==> config.mk <==
export PLATFORM = sky130hd
export DESIGN_NAME = latch_dump_reader
export DESIGN_NICKNAME = d
export VERILOG_FILES = /design/src/rtl/latch_dump_reader.sv
export SDC_FILE = /design/constraint.sdc
export NUM_CORES = 1
export LEC_CHECK = 0
export CAP_MARGIN = 20
export CORE_MARGIN = 3
export CORE_UTILIZATION = 56
export DETAILED_ROUTE_END_ITERATION = 6
export GPL_ROUTABILITY_DRIVEN = 0
export PLACE_DENSITY_LB_ADDON = 0.2
export SYNTH_ARGS = -nofsm -noshare
export SYNTH_HDL_FRONTEND = slang
export SYNTH_SLANG_ARGS = --single-unit
==> constraint.sdc <==
create_clock -name clk -period 3.8 [get_ports clk]
set_clock_uncertainty 0.1 [all_clocks]
set_input_delay 0.76 -clock clk [delete_from_list [all_inputs] [get_ports clk]]
set_output_delay 0.76 -clock clk [all_outputs]
set_load 0.02 [all_outputs]
==> src/rtl/latch_dump_reader.sv <==
// Reader side of the debug latch-select mux. It walks every valid select code,
// captures each returned word and streams it to the UART as bytes after a sync header.
module latch_dump_reader #(
  parameter int         DATA_WIDTH = 32,
  parameter int         CTRL_WIDTH = 7,
  parameter logic [7:0] SYNC_BYTE  = 8'hA5,
  parameter bit         LSB_FIRST  = 1'b1
) (
  input  logic                  clk,
  input  logic                  rst,
  input  logic                  start,
  input  logic [DATA_WIDTH-1:0] in_data,
  input  logic                  tx_busy,
  input  logic                  tx_done,
  output logic [CTRL_WIDTH-1:0] out_control,
  output logic [7:0]            tx_data,
  output logic                  tx_start,
  output logic                  busy,
  output logic                  done
);

  localparam int NUM_BYTES = DATA_WIDTH / 8;
  localparam int BCW       = (NUM_BYTES > 1) ? $clog2(NUM_BYTES) : 1;
  localparam logic [BCW-1:0] LAST_BYTE  = BCW'(NUM_BYTES - 1);
  localparam logic [4:0]     LAST_INDEX = 5'd18;

  typedef enum logic [2:0] {
    IDLE = 3'd0,
    HDR  = 3'd1,
    SEL  = 3'd2,
    WAIT = 3'd3,
    CAPT = 3'd4,
    SEND = 3'd5,
    TXW  = 3'd6
  } stateType;

  stateType              state_r;
  logic [4:0]            index_r;
  logic [BCW-1:0]        byteCnt_r;
  logic [DATA_WIDTH-1:0] shiftReg_r;
  logic                  hdrFlag_r;

  // Ordered list of valid select codes; code 22 has no latch behind it.
  function automatic logic [CTRL_WIDTH-1:0] codeRom(input logic [4:0] idx);
    case (idx)
      5'd0:    codeRom = CTRL_WIDTH'(7'h00);
      5'd1:    codeRom = CTRL_WIDTH'(7'h01);
      5'd2:    codeRom = CTRL_WIDTH'(7'h10);
      5'd3:    codeRom = CTRL_WIDTH'(7'h11);
      5'd4:    codeRom = CTRL_WIDTH'(7'h12);
      5'd5:    codeRom = CTRL_WIDTH'(7'h13);
      5'd6:    codeRom = CTRL_WIDTH'(7'h14);
      5'd7:    codeRom = CTRL_WIDTH'(7'h15);
      5'd8:    codeRom = CTRL_WIDTH'(7'h20);
      5'd9:    codeRom = CTRL_WIDTH'(7'h21);
      5'd10:   codeRom = CTRL_WIDTH'(7'h23);
      5'd11:   codeRom = CTRL_WIDTH'(7'h24);
      5'd12:   codeRom = CTRL_WIDTH'(7'h25);
      5'd13:   codeRom = CTRL_WIDTH'(7'h30);
      5'd14:   codeRom = CTRL_WIDTH'(7'h31);
      5'd15:   codeRom = CTRL_WIDTH'(7'h32);
      5'd16:   codeRom = CTRL_WIDTH'(7'h33);
      5'd17:   codeRom = CTRL_WIDTH'(7'h40);
      5'd18:   codeRom = CTRL_WIDTH'(7'h41);
      default: codeRom = CTRL_WIDTH'(7'h00);
    endcase
  endfunction

  // Dump sequencer: header, then select/settle/capture/serialise per code.
  always_ff @(posedge clk) begin
    if (rst) begin
      state_r     <= IDLE;
      index_r     <= 5'd0;
      byteCnt_r   <= {BCW{1'b0}};
      shiftReg_r  <= {DATA_WIDTH{1'b0}};
      hdrFlag_r   <= 1'b0;
      out_control <= {CTRL_WIDTH{1'b0}};
      tx_data     <= 8'h00;
      tx_start    <= 1'b0;
      busy        <= 1'b0;
      done        <= 1'b0;
    end else begin
      tx_start <= 1'b0;
      done     <= 1'b0;
      case (state_r)
        IDLE: begin
          if (start) begin
            busy    <= 1'b1;
            state_r <= HDR;
          end
        end
        HDR: begin
          if (!tx_busy) begin
            tx_data   <= SYNC_BYTE;
            tx_start  <= 1'b1;
            hdrFlag_r <= 1'b1;
            state_r   <= TXW;
          end
        end
        SEL: begin
          out_control <= codeRom(index_r);
          state_r     <= WAIT;
        end
        // The mux registers its output one edge after the select changes.
        WAIT: begin
          state_r <= CAPT;
        end
        CAPT: begin
          shiftReg_r <= in_data;
          byteCnt_r  <= {BCW{1'b0}};
          state_r    <= SEND;
        end
        SEND: begin
          if (!tx_busy) begin
            if (LSB_FIRST) begin
              tx_data    <= shiftReg_r[7:0];
              shiftReg_r <= shiftReg_r >> 4'd8;
            end else begin
              tx_data    <= shiftReg_r[DATA_WIDTH-1 -: 8];
              shiftReg_r <= shiftReg_r << 4'd8;
            end
            tx_start <= 1'b1;
            state_r  <= TXW;
          end
        end
        TXW: begin
          if (tx_done) begin
            if (hdrFlag_r) begin
              hdrFlag_r <= 1'b0;
              index_r   <= 5'd0;
              state_r   <= SEL;
            end else if (byteCnt_r < LAST_BYTE) begin
              byteCnt_r <= byteCnt_r + 1'b1;
              state_r   <= SEND;
            end else if (index_r < LAST_INDEX) begin
              index_r <= index_r + 5'd1;
              state_r <= SEL;
            end else begin
              done        <= 1'b1;
              busy        <= 1'b0;
              out_control <= {CTRL_WIDTH{1'b0}};
              state_r     <= IDLE;
            end
          end
        end
        default: begin
          state_r <= IDLE;
        end
      endcase
    end
  end

endmodule

==> flow_summary.toml <==
[synthesis]
synth_xor_area_share_pct = 0.594
synth_cell_types = 50
synthMuxAreaShare_pct = 0.679
yosysSeqAreaShare_pct = 44.8
synth_ff_type = "dfxtp_1"
syn_area_per_cell_um2 = 8.14
synthAdderAreaFrac_pct = 1.27
synth_nets = 402
synth_edf_count = 0
synth_seq_cells = 66
yosysWarnings = 0
synth_top_family_by_area = "simple AND/OR/NAND/NOR gates"
yosys.area_share.simple_pct = 26.6
syn_inst = 362
synthArstFlopShare_pct = 0
synth_compound_area_share_pct = 21.3
netlist_area_um2 = 2950

[timing]
fmax_ghz = 0.345
min_period_over_period_pct = 76.3
final.setup.tns_ps = 0
rsz0062_at_grt = "no"
slew_headroom_pct = 42.1
worstMarginPinSlew_ps = 862
drv_slew = 0
hold_viol_final = 0
setup_viol = 0
fin_hold_ws_ps = 351
fin_crit_ps = 2900

[route]
drt_wl_total_um = 6900
drt-pass1-iter-count = 5
drc = 0
route.detailed.wl_per_inst_um = 14.6
vias = 2783
antenna_left = 0
vias_per_cell = 5.88
drt_iter0_markers = 219

[clock_tree]
cts_buffers = 9
clk_path_buf_depth = 2
clock_latency_ps = 330
clkSinkCount = 66
cts_root_buffer = "clkbuf_8"
ctsHoldBuffers = 0
clkSlewWorstSetupHoldPaths_ps = 70
post_cts_buffers = 0
cts_tree = "built"
cts_resized = 0
h-tree-depth = 3

[final_layout]
ff_latch_area_um2 = 1320
fillers = 398
syn_to_final_growth_pct = 24.5
multi_input_area_um2 = 1490
final_core_util_pct = 74.8
diodes = 0
nets = 442
final_area_um2 = 3670
drive_above_1_share_pct = 6.90

[setup_path]
path_buf_inv = 2
cp.arrival_ps = 3000
path_max_fanout = 7
worst_setup_path_end_kind = "flop"
crit_family = "simple AND/OR/NAND/NOR gates"
crit_chain = "clkdlybuf4s50_1 > nand3b_2 > nor4b_1 > a21oi_1 > nor2_1 > inv_1 > ha_1 > nor2b_1 > a222oi_1 > o21ai_1"
critical_path.startpoint_type = "primary input"
critPathSlowestCell = "clkdlybuf4s50_1"
required_ps = 3900
path_class = "in -> reg"
max_stage_delay_ps = 610

[die]
die_h_um = 78.6
rows = 25
dieWidth_um = 78.6
die_area_um2 = 6170
initial_core_util_pct = 60.0
core_area_um2 = 4910
pin_count = 55

[worst_hold_path]
hold_path_class = "reg -> reg"

[grt]
grt_pass1_wl_um = 11400
grt_pass1_vias = 2494
antenna_found_initial = 0
grt.overflow.total = 0
grt_max_degree = 49
grtUsageTotal_pct = 22.9

[placement]
dp_hpwl_um = 4710
placed_area_um2 = 3490
portBuffers = 53

[power_and_ir_drop]
p_leak_nw = 1.30
ir_drop_mv = 0.344
p_per_area_nw_per_um2 = 498

[outcome]
status = "completed"

[job]
drv_cap = 0
[stage by stage]
step	total power [mW]	setup slack, ps	cells
finish	1.83	899	473
global route	1.93	794	473
CTS	1.83	947	473
detailed placement	1.28	627	458
global placement	1.26	726	458
floorplan	1.14	1250	362
[worst paths after layout]
kind | start | endpoint | slack, ps | cells after the start
max | tx_done | flop | 900 | 10
min | tx_data[0]$_SDFFE_PP0P_ | tx_data[0]$_SDFFE_PP0P_ | 350 | 2
max reg2reg | byteCnt_r[0]$_SDFFE_PP0P_ | flop | 1220 | 10
min reg2reg | tx_data[0]$_SDFFE_PP0P_ | tx_data[0]$_SDFFE_PP0P_ | 350 | 2
[layout make-up]
cell class / count / share of cell area (%)
sequential: 66 / 36.0
timing repair buffer: 59 / 15.5
clock buffer: 12 / 3.95
clock inverter: 3 / 1.09
tap: 67 / 2.28
multi-input combinational: 262 / 40.7
inverter: 4 / 0.443
[registers in the layout, summed over array words and instances (netlist names), named ones only]
name	cells
busy	1
byteCnt_r	2
done	1
hdrFlag_r	1
index_r	5
out_control	6
shiftReg_r	32
state_r	3
tx_data	8
tx_start	1
[synth_stat cells, types with 2 or more instances]
master    instances  area [um^2]
a211oi_1          3         22.5
a21o_1            2         15.0
a21oi_1          16         80.1
a22oi_1          10         75.1
a311oi_1         24          210
a31oi_1           2         12.5
a32oi_1           7         61.3
and3_1            4         25.0
buf_1             2         7.51
buf_2             2         10.0
clkbuf_1         25         93.8
dfxtp_1          66         1320
ha_1              3         37.5
inv_1             3         11.3
mux2i_1           2         20.0
nand2_1          44          165
nand2b_1          5         31.3
nand3_1          29          145
nand3b_2          2         22.5
nor2_1           58          218
nor2b_1           7         43.8
nor3_1            8         40.0
nor4b_1           2         17.5
o21ai_0           9         45.0
o21ai_1           2         10.0
[metal layers]
metal,vias up,global-route usage (%),share of wire (%)
li1,1382,-,-
met1,1292,31.9,46
met2,95,34.4,46
met3,14,3.78,6.1
met4,0,10.8,1.9
met5,-,0,0
[cell families after synthesis]
logic type / Yosys count
compound gates: 85
xor+xnor: 2
flops: 66
simple gates: 169
other cells: 1
mux: 2
buf+inv: 34
fa+ha+maj: 3
[cell usage in the layout, fill, tap and decap left out, types with 4 or more instances in the layout]
cell type | Yosys | routed
nand2b_1 | 5 | 5
and3_1 | 4 | 4
nand2_1 | 44 | 44
nor2_1 | 58 | 58
buf_4 | 1 | 6
clkdlybuf4s50_1 | 0 | 52
a21oi_1 | 16 | 16
a311oi_1 | 24 | 24
dfxtp_1 | 66 | 66
nor3_1 | 8 | 8
clkbuf_8 | 0 | 10
o21ai_0 | 9 | 9
a22oi_1 | 10 | 10
a32oi_1 | 7 | 7
nor2b_1 | 7 | 6
nand3_1 | 29 | 29
[power breakdown]
| group | internal, mW | switching, mW |
|---|---|---|
| Clock | 0.316 | 0.243 |
| Sequential | 0.773 | 0.0678 |
| Combinational | 0.172 | 0.255 |
[worst register-to-register path, cell delays in order, from the launching register on]
cell and delay [ps]:
dfxtp_1 350, ha_1 330, nor4b_1 400, o31ai_1 150, a21oi_1 350, nor2_1 140, inv_1 100, ha_1 240
nor2_1 130, a21oi_1 60, o2bb2ai_1 150
No activity file was read; power rests on OpenSTA's default activity.
